## config.mk

```make
export PLATFORM = sky130hd
export DESIGN_NAME = uart_rx
export DESIGN_NICKNAME = d
export VERILOG_FILES = /design/src/rtl/uart_rx.sv
export SDC_FILE = /design/constraint.sdc
export NUM_CORES = 1
export LEC_CHECK = 0
export CAP_MARGIN = 20
export CELL_PAD_IN_SITES_DETAIL_PLACEMENT = 0
export CELL_PAD_IN_SITES_GLOBAL_PLACEMENT = 2
export CORE_MARGIN = 10
export CORE_UTILIZATION = 37
export CTS_CLUSTER_SIZE = 12
export DETAILED_ROUTE_END_ITERATION = 16
export PLACE_DENSITY = 0.86
export SYNTH_ARGS = -nofsm -noshare
export SYNTH_HDL_FRONTEND = slang
export SYNTH_SLANG_ARGS = --single-unit
```

## constraint.sdc

```tcl
create_clock -name i_clk -period 2.8 [get_ports i_clk]
set_clock_uncertainty 0.2 [all_clocks]
set_input_delay 0.28 -clock i_clk [delete_from_list [all_inputs] [get_ports i_clk]]
set_output_delay 0.28 -clock i_clk [all_outputs]
set_load 0.02 [all_outputs]
```

## src/rtl/uart_rx.sv

```systemverilog
// 8N1 UART receiver: 2-FF synchronised RX, midpoint sampling, one-entry valid/ready output register.
// Latency: o_valid rises one cycle after the stop-bit sample, about 2 + HALF + 9*CPB cycles after the start edge.
// Backpressure: none toward the line; a byte completing while the register is still full is dropped and o_overrun pulses.
//
// Ports:
//   i_clk, i_rst        clock (posedge) and asynchronous active-high reset
//   i_rx                serial line, asynchronous, idle high
//   o_data, o_valid     received byte and its valid flag
//   i_ready             consumer accepts o_data when o_valid & i_ready at an edge
//   o_frame_err         one-cycle pulse: stop bit sampled low
//   o_overrun           one-cycle pulse: completed byte dropped, register full
module uart_rx #(
  parameter int CLK_FREQ = 250000,
  parameter int BAUD     = 9600
) (
  input  logic       i_clk,
  input  logic       i_rst,
  input  logic       i_rx,
  output logic [7:0] o_data,
  output logic       o_valid,
  input  logic       i_ready,
  output logic       o_frame_err,
  output logic       o_overrun
);

  localparam int CPB  = CLK_FREQ / BAUD;
  localparam int HALF = CPB / 2;
  localparam int CW   = $clog2(CPB);

  localparam logic [CW-1:0] CNT_FULL = CW'(CPB - 1);
  localparam logic [CW-1:0] CNT_HALF = CW'(HALF - 1);

  typedef enum logic [2:0] {
    S_IDLE,
    S_START,
    S_DATA,
    S_STOP,
    S_WAIT_IDLE
  } state_t;

  state_t        state, state_nxt;
  logic [CW-1:0] cnt, cnt_nxt;
  logic [2:0]    bit_idx, bit_idx_nxt;
  logic [7:0]    shift, shift_nxt;
  logic          rx_meta, rxs;
  logic          cnt_zero;
  logic          stop_good, stop_bad;

  // Synchroniser flops reset to the idle level so reset never looks like a start bit.
  always_ff @(posedge i_clk or posedge i_rst) begin
    if (i_rst) begin
      rx_meta <= 1'b1;
      rxs     <= 1'b1;
    end else begin
      rx_meta <= i_rx;
      rxs     <= rx_meta;
    end
  end

  // State register together with the per-frame datapath.
  always_ff @(posedge i_clk or posedge i_rst) begin
    if (i_rst) begin
      state   <= S_IDLE;
      cnt     <= '0;
      bit_idx <= '0;
      shift   <= '0;
    end else begin
      state   <= state_nxt;
      cnt     <= cnt_nxt;
      bit_idx <= bit_idx_nxt;
      shift   <= shift_nxt;
    end
  end

  assign cnt_zero = (cnt == '0);

  // Next-state logic. Every timed state counts down and acts on the edge where the counter is zero.
  always_comb begin
    state_nxt   = state;
    cnt_nxt     = cnt;
    bit_idx_nxt = bit_idx;
    shift_nxt   = shift;
    case (state)
      S_IDLE: begin
        if (!rxs) begin
          state_nxt = S_START;
          cnt_nxt   = CNT_HALF;
        end
      end
      S_START: begin
        if (!cnt_zero) begin
          cnt_nxt = cnt - 1'b1;
        end else if (!rxs) begin
          state_nxt   = S_DATA;
          cnt_nxt     = CNT_FULL;
          bit_idx_nxt = 3'd0;
        end else begin
          // Line went high again before mid-start-bit: treat as a glitch.
          state_nxt = S_IDLE;
        end
      end
      S_DATA: begin
        if (!cnt_zero) begin
          cnt_nxt = cnt - 1'b1;
        end else begin
          shift_nxt = {rxs, shift[7:1]};
          cnt_nxt   = CNT_FULL;
          if (bit_idx == 3'd7) begin
            state_nxt = S_STOP;
          end else begin
            bit_idx_nxt = bit_idx + 3'd1;
          end
        end
      end
      S_STOP: begin
        if (!cnt_zero) begin
          cnt_nxt = cnt - 1'b1;
        end else if (rxs) begin
          // Back to IDLE at mid-stop so a back-to-back start bit is not missed.
          state_nxt = S_IDLE;
        end else begin
          state_nxt = S_WAIT_IDLE;
        end
      end
      S_WAIT_IDLE: begin
        // A break or stuck-low line must return high before another frame is hunted.
        if (rxs) begin
          state_nxt = S_IDLE;
        end
      end
      default: begin
        state_nxt = S_IDLE;
      end
    endcase
  end

  // Stop-sample strobes feeding the output register.
  always_comb begin
    stop_good = 1'b0;
    stop_bad  = 1'b0;
    if (state == S_STOP && cnt_zero) begin
      stop_good = rxs;
      stop_bad  = !rxs;
    end
  end

  // One-entry output register. A completed byte may load on the same edge the old one is taken.
  always_ff @(posedge i_clk or posedge i_rst) begin
    if (i_rst) begin
      o_data      <= 8'h00;
      o_valid     <= 1'b0;
      o_frame_err <= 1'b0;
      o_overrun   <= 1'b0;
    end else begin
      o_frame_err <= stop_bad;
      o_overrun   <= 1'b0;
      if (stop_good) begin
        if (!o_valid || i_ready) begin
          o_data  <= shift;
          o_valid <= 1'b1;
        end else begin
          o_overrun <= 1'b1;
        end
      end else if (o_valid && i_ready) begin
        o_valid <= 1'b0;
      end
    end
  end

endmodule

```

==> summary.md <==
| Metric | Value |
|---|---|
| Die span in y | `82.6 um` |
| Syn Area/Cell | `roughly 12 um2` |
| Max clock buf depth | `2` |
| H-tree depth | `2` |
| Hold path depth | `0` |
| Worst slack, placed | `around 0.16 ns` |
| CP Capture Type | `flip-flop` |
| Avg WL per Cell | `14.0 um` |
| DRT iter0 DRCs | `34` |
| Global-route wire length before repair | `4600 um` |
| Final worst setup slack | `~0.17 ns` |
| Largest net degree at the start of global routing | `33` |
| CTS Buf Count | `5` |
| Layout Utilization | `46.8%` |
| I/O Buffers | `14` |
| Final #Nets | `151` |
| Worst path max stage delay | `0.52 ns` |
| Post-Route WL | `2700 um` |
| Root buf cell | `clkbuf_8` |
| FF+latch count, synth | `32` |
| Critical path arrival | `2.60 ns` |
| TritonCTS clock tree | `done` |
| Ys async rst share | `100%` |
| Fmax | `0.380 GHz` |
| GRT Total Usage | `a little under a tenth` |
| Worst hold path type | `reg2reg` |
| R2r startpoint | `cnt[0]` |
| HP Start | `rx_meta` |
| Commonest non-fill, non-tap cell in the layout | `dfrtp_1` |
| Non-Filler Instances | `192` |
| Number of synthesized flops with an enable pin | `0` |
| Number of primary I/O pins | `15` |
| Diodes inserted | `0` |
| Pleak | `roughly 0.8 nW` |
| RSZ-0062 raised after global routing | `false` |
| Hold_buf cts | `0` |
| Placed insts | `184` |
| Hold path endpoint | `rxs` |
| PD cells | `728 nW/um2` |
| Worst slew pin tran | `0.574 ns` |
| Critical path class | `reg2reg` |
| Library cells used by synthesis | `33` |
| Initial antenna violation count | `0` |
| Worst endpoint required time | `around 2.8 ns` |
| Pre-antenna DRT Iters | `4` |
| CTS resizes | `0` |
| Worst r2r path cells | `7` |
| Area growth syn-to-layout | `19.9%` |
| CTS sink count | `32` |
| Max VDD drop | `220 uV` |
| Final period utilization | `a little over nine tenths` |
| Total die area | `~6800 um2` |
| Post-synth net total | `132` |
| Core ar. | `3720 um2` |
| Final hold violation count | `0` |
| Drt drc | `0` |
| Crit path time final | `2.63 ns` |
| Post-DP HPWL | `1950 um` |
| Outcome | `finished clean` |
| Gr ovfl total | `0` |
| Slowest-stage cell, CP | `or4_4` |
| Via-to-Cell Ratio | `5.15` |
| CP startpoint | `cnt[0]` |
| Post-synthesis instance total | `124` |
| Top FF cell, synth | `dfrtp_1` |
| Post-CTS Setup Inserts | `0` |
| CP Launch Type | `flip-flop` |
| Ratio of cells with drive above 1 in the final layout | `24.3%` |
| Die X | `82.6 um` |
| FF-to-FF End | `o_data[6]` |
| Vias | `slightly below 1000` |
| Number of global-route vias before repair | `about 990` |
| Layout fillers | `about 360` |
| Synthesized area | `about 1500 um2` |
| Setup TNS | `0 ns` |
| Clock transition at the registers of the reported paths | `around 0.070 ns` |
| Most frequent cells in the layout | `30 x dfrtp_1, 17 x mux2_2, 14 x clkdlybuf4s50_1` |
| Antenna Nets Post-Route | `0` |
| CP Cell Sequence | `inv_1, ha_1, or4b_4, or4_4, nor2b_2, buf_4, mux2_2` |
| Max_cap viols | `0` |
| GP Congestion | `0.825` |
| Finish-stage setup viols | `0` |
| CP Max Fanout | `8` |
| Register area share after synthesis | `55.4%` |
| # rows | `22` |
| Clock latency on the worst-skew pair | `~0.28 ns` |
| R2r setup slk | `~0.17 ns` |
| Worst slew margin | `61.4%` |
| Initial Util | `39.0%` |
| Max-slew violations | `0` |
| Warnings, synthesis | `0` |
-- area by class of cell --
| cell class | instances | area [um2] | share of cell area (%) |
|---|---|---|---|
| inverters | 9 | 33.8 | 1.94 |
| flip-flops and latches | 32 | 803 | 46.2 |
| multi-input cells | 78 | 587 | 33.7 |
| repair buffers | 17 | 163 | 9.35 |
| well taps | 48 | 60.1 | 3.45 |
| clock buffers | 6 | 82.6 | 4.75 |
| clock inverters | 2 | 10.0 | 0.576 |
-- flip-flops by register name (all words and copies together) (netlist names), 3 cells and up --
signal,flops
bit_idx,3
o_data,8
cnt,5
state,3
shift,8
-- through the flow --
step / instance area (um2) / hold WS, ns / total power, mW
final: 1740 / 0.165 / 1.27
after global routing: 1740 / 0.171 / 1.36
after CTS: 1740 / 0.166 / 1.28
after detailed placement: 1650 / 0.148 / 0.915
after global placement: 1650 / 0.150 / 0.906
after floorplan: 1450 / 0.0845 / 0.841
-- metal layers --
layer  routed length, um  up-vias  global-route usage, %
met3                 219        6                   4.43
met2                1250       24                   13.6
met1                1170      484                   10.5
met5                   0        -                      0
li1                    -      474                      -
met4                  57        0                   5.02
-- worst max-delay path, delay by kind of cell (launching register included) --
kind / cells / cell delay [ns]
flip-flops: 1 / 0.39
buffers and inverters: 2 / 0.27
adder cells (fa/ha/maj): 1 / 0.18
multiplexers: 1 / 0.35
AND/OR/NAND/NOR: 3 / 1.14
-- cells in the mapped netlist (2+ instances only) --
library cell	count	area, um2
dfstp_2	2	52.6
mux2i_1	3	30.0
inv_1	9	33.8
nor2_1	9	33.8
nand2b_1	2	12.5
o21ai_0	5	25.0
mux2_2	17	191
nand2_1	9	33.8
ha_1	4	50.1
clkbuf_1	4	15.0
a21oi_1	4	20.0
dfrtp_1	30	751
nor3_1	5	25.0
a31oi_1	2	12.5
-- power breakdown --
part	internal [mW]	switching (mW)	leakage, nW
combinational	0.147	0.150	0.343
clock	0.196	0.164	0.0510
sequential	0.527	0.0846	0.422
-- logic make-up after synthesis --
group | Yosys count | share of synthesized area [%]
mux | 20 | 15.3
fa+ha+maj | 4 | 3.45
flops | 32 | 55.4
compound gates | 20 | 9.41
simple gates | 34 | 12.3
buf+inv | 14 | 4.14
-- how the worst max path moves through the flow --
stage	end	cells past startpoint
floorplan	o_data[0]	7
global placement	o_data[7]	7
detailed placement	o_data[6]	7
CTS	o_data[4]	7
global route	o_data[4]	7
finish	o_data[6]	7
Note: power is estimated with default switching activity, not from simulation.
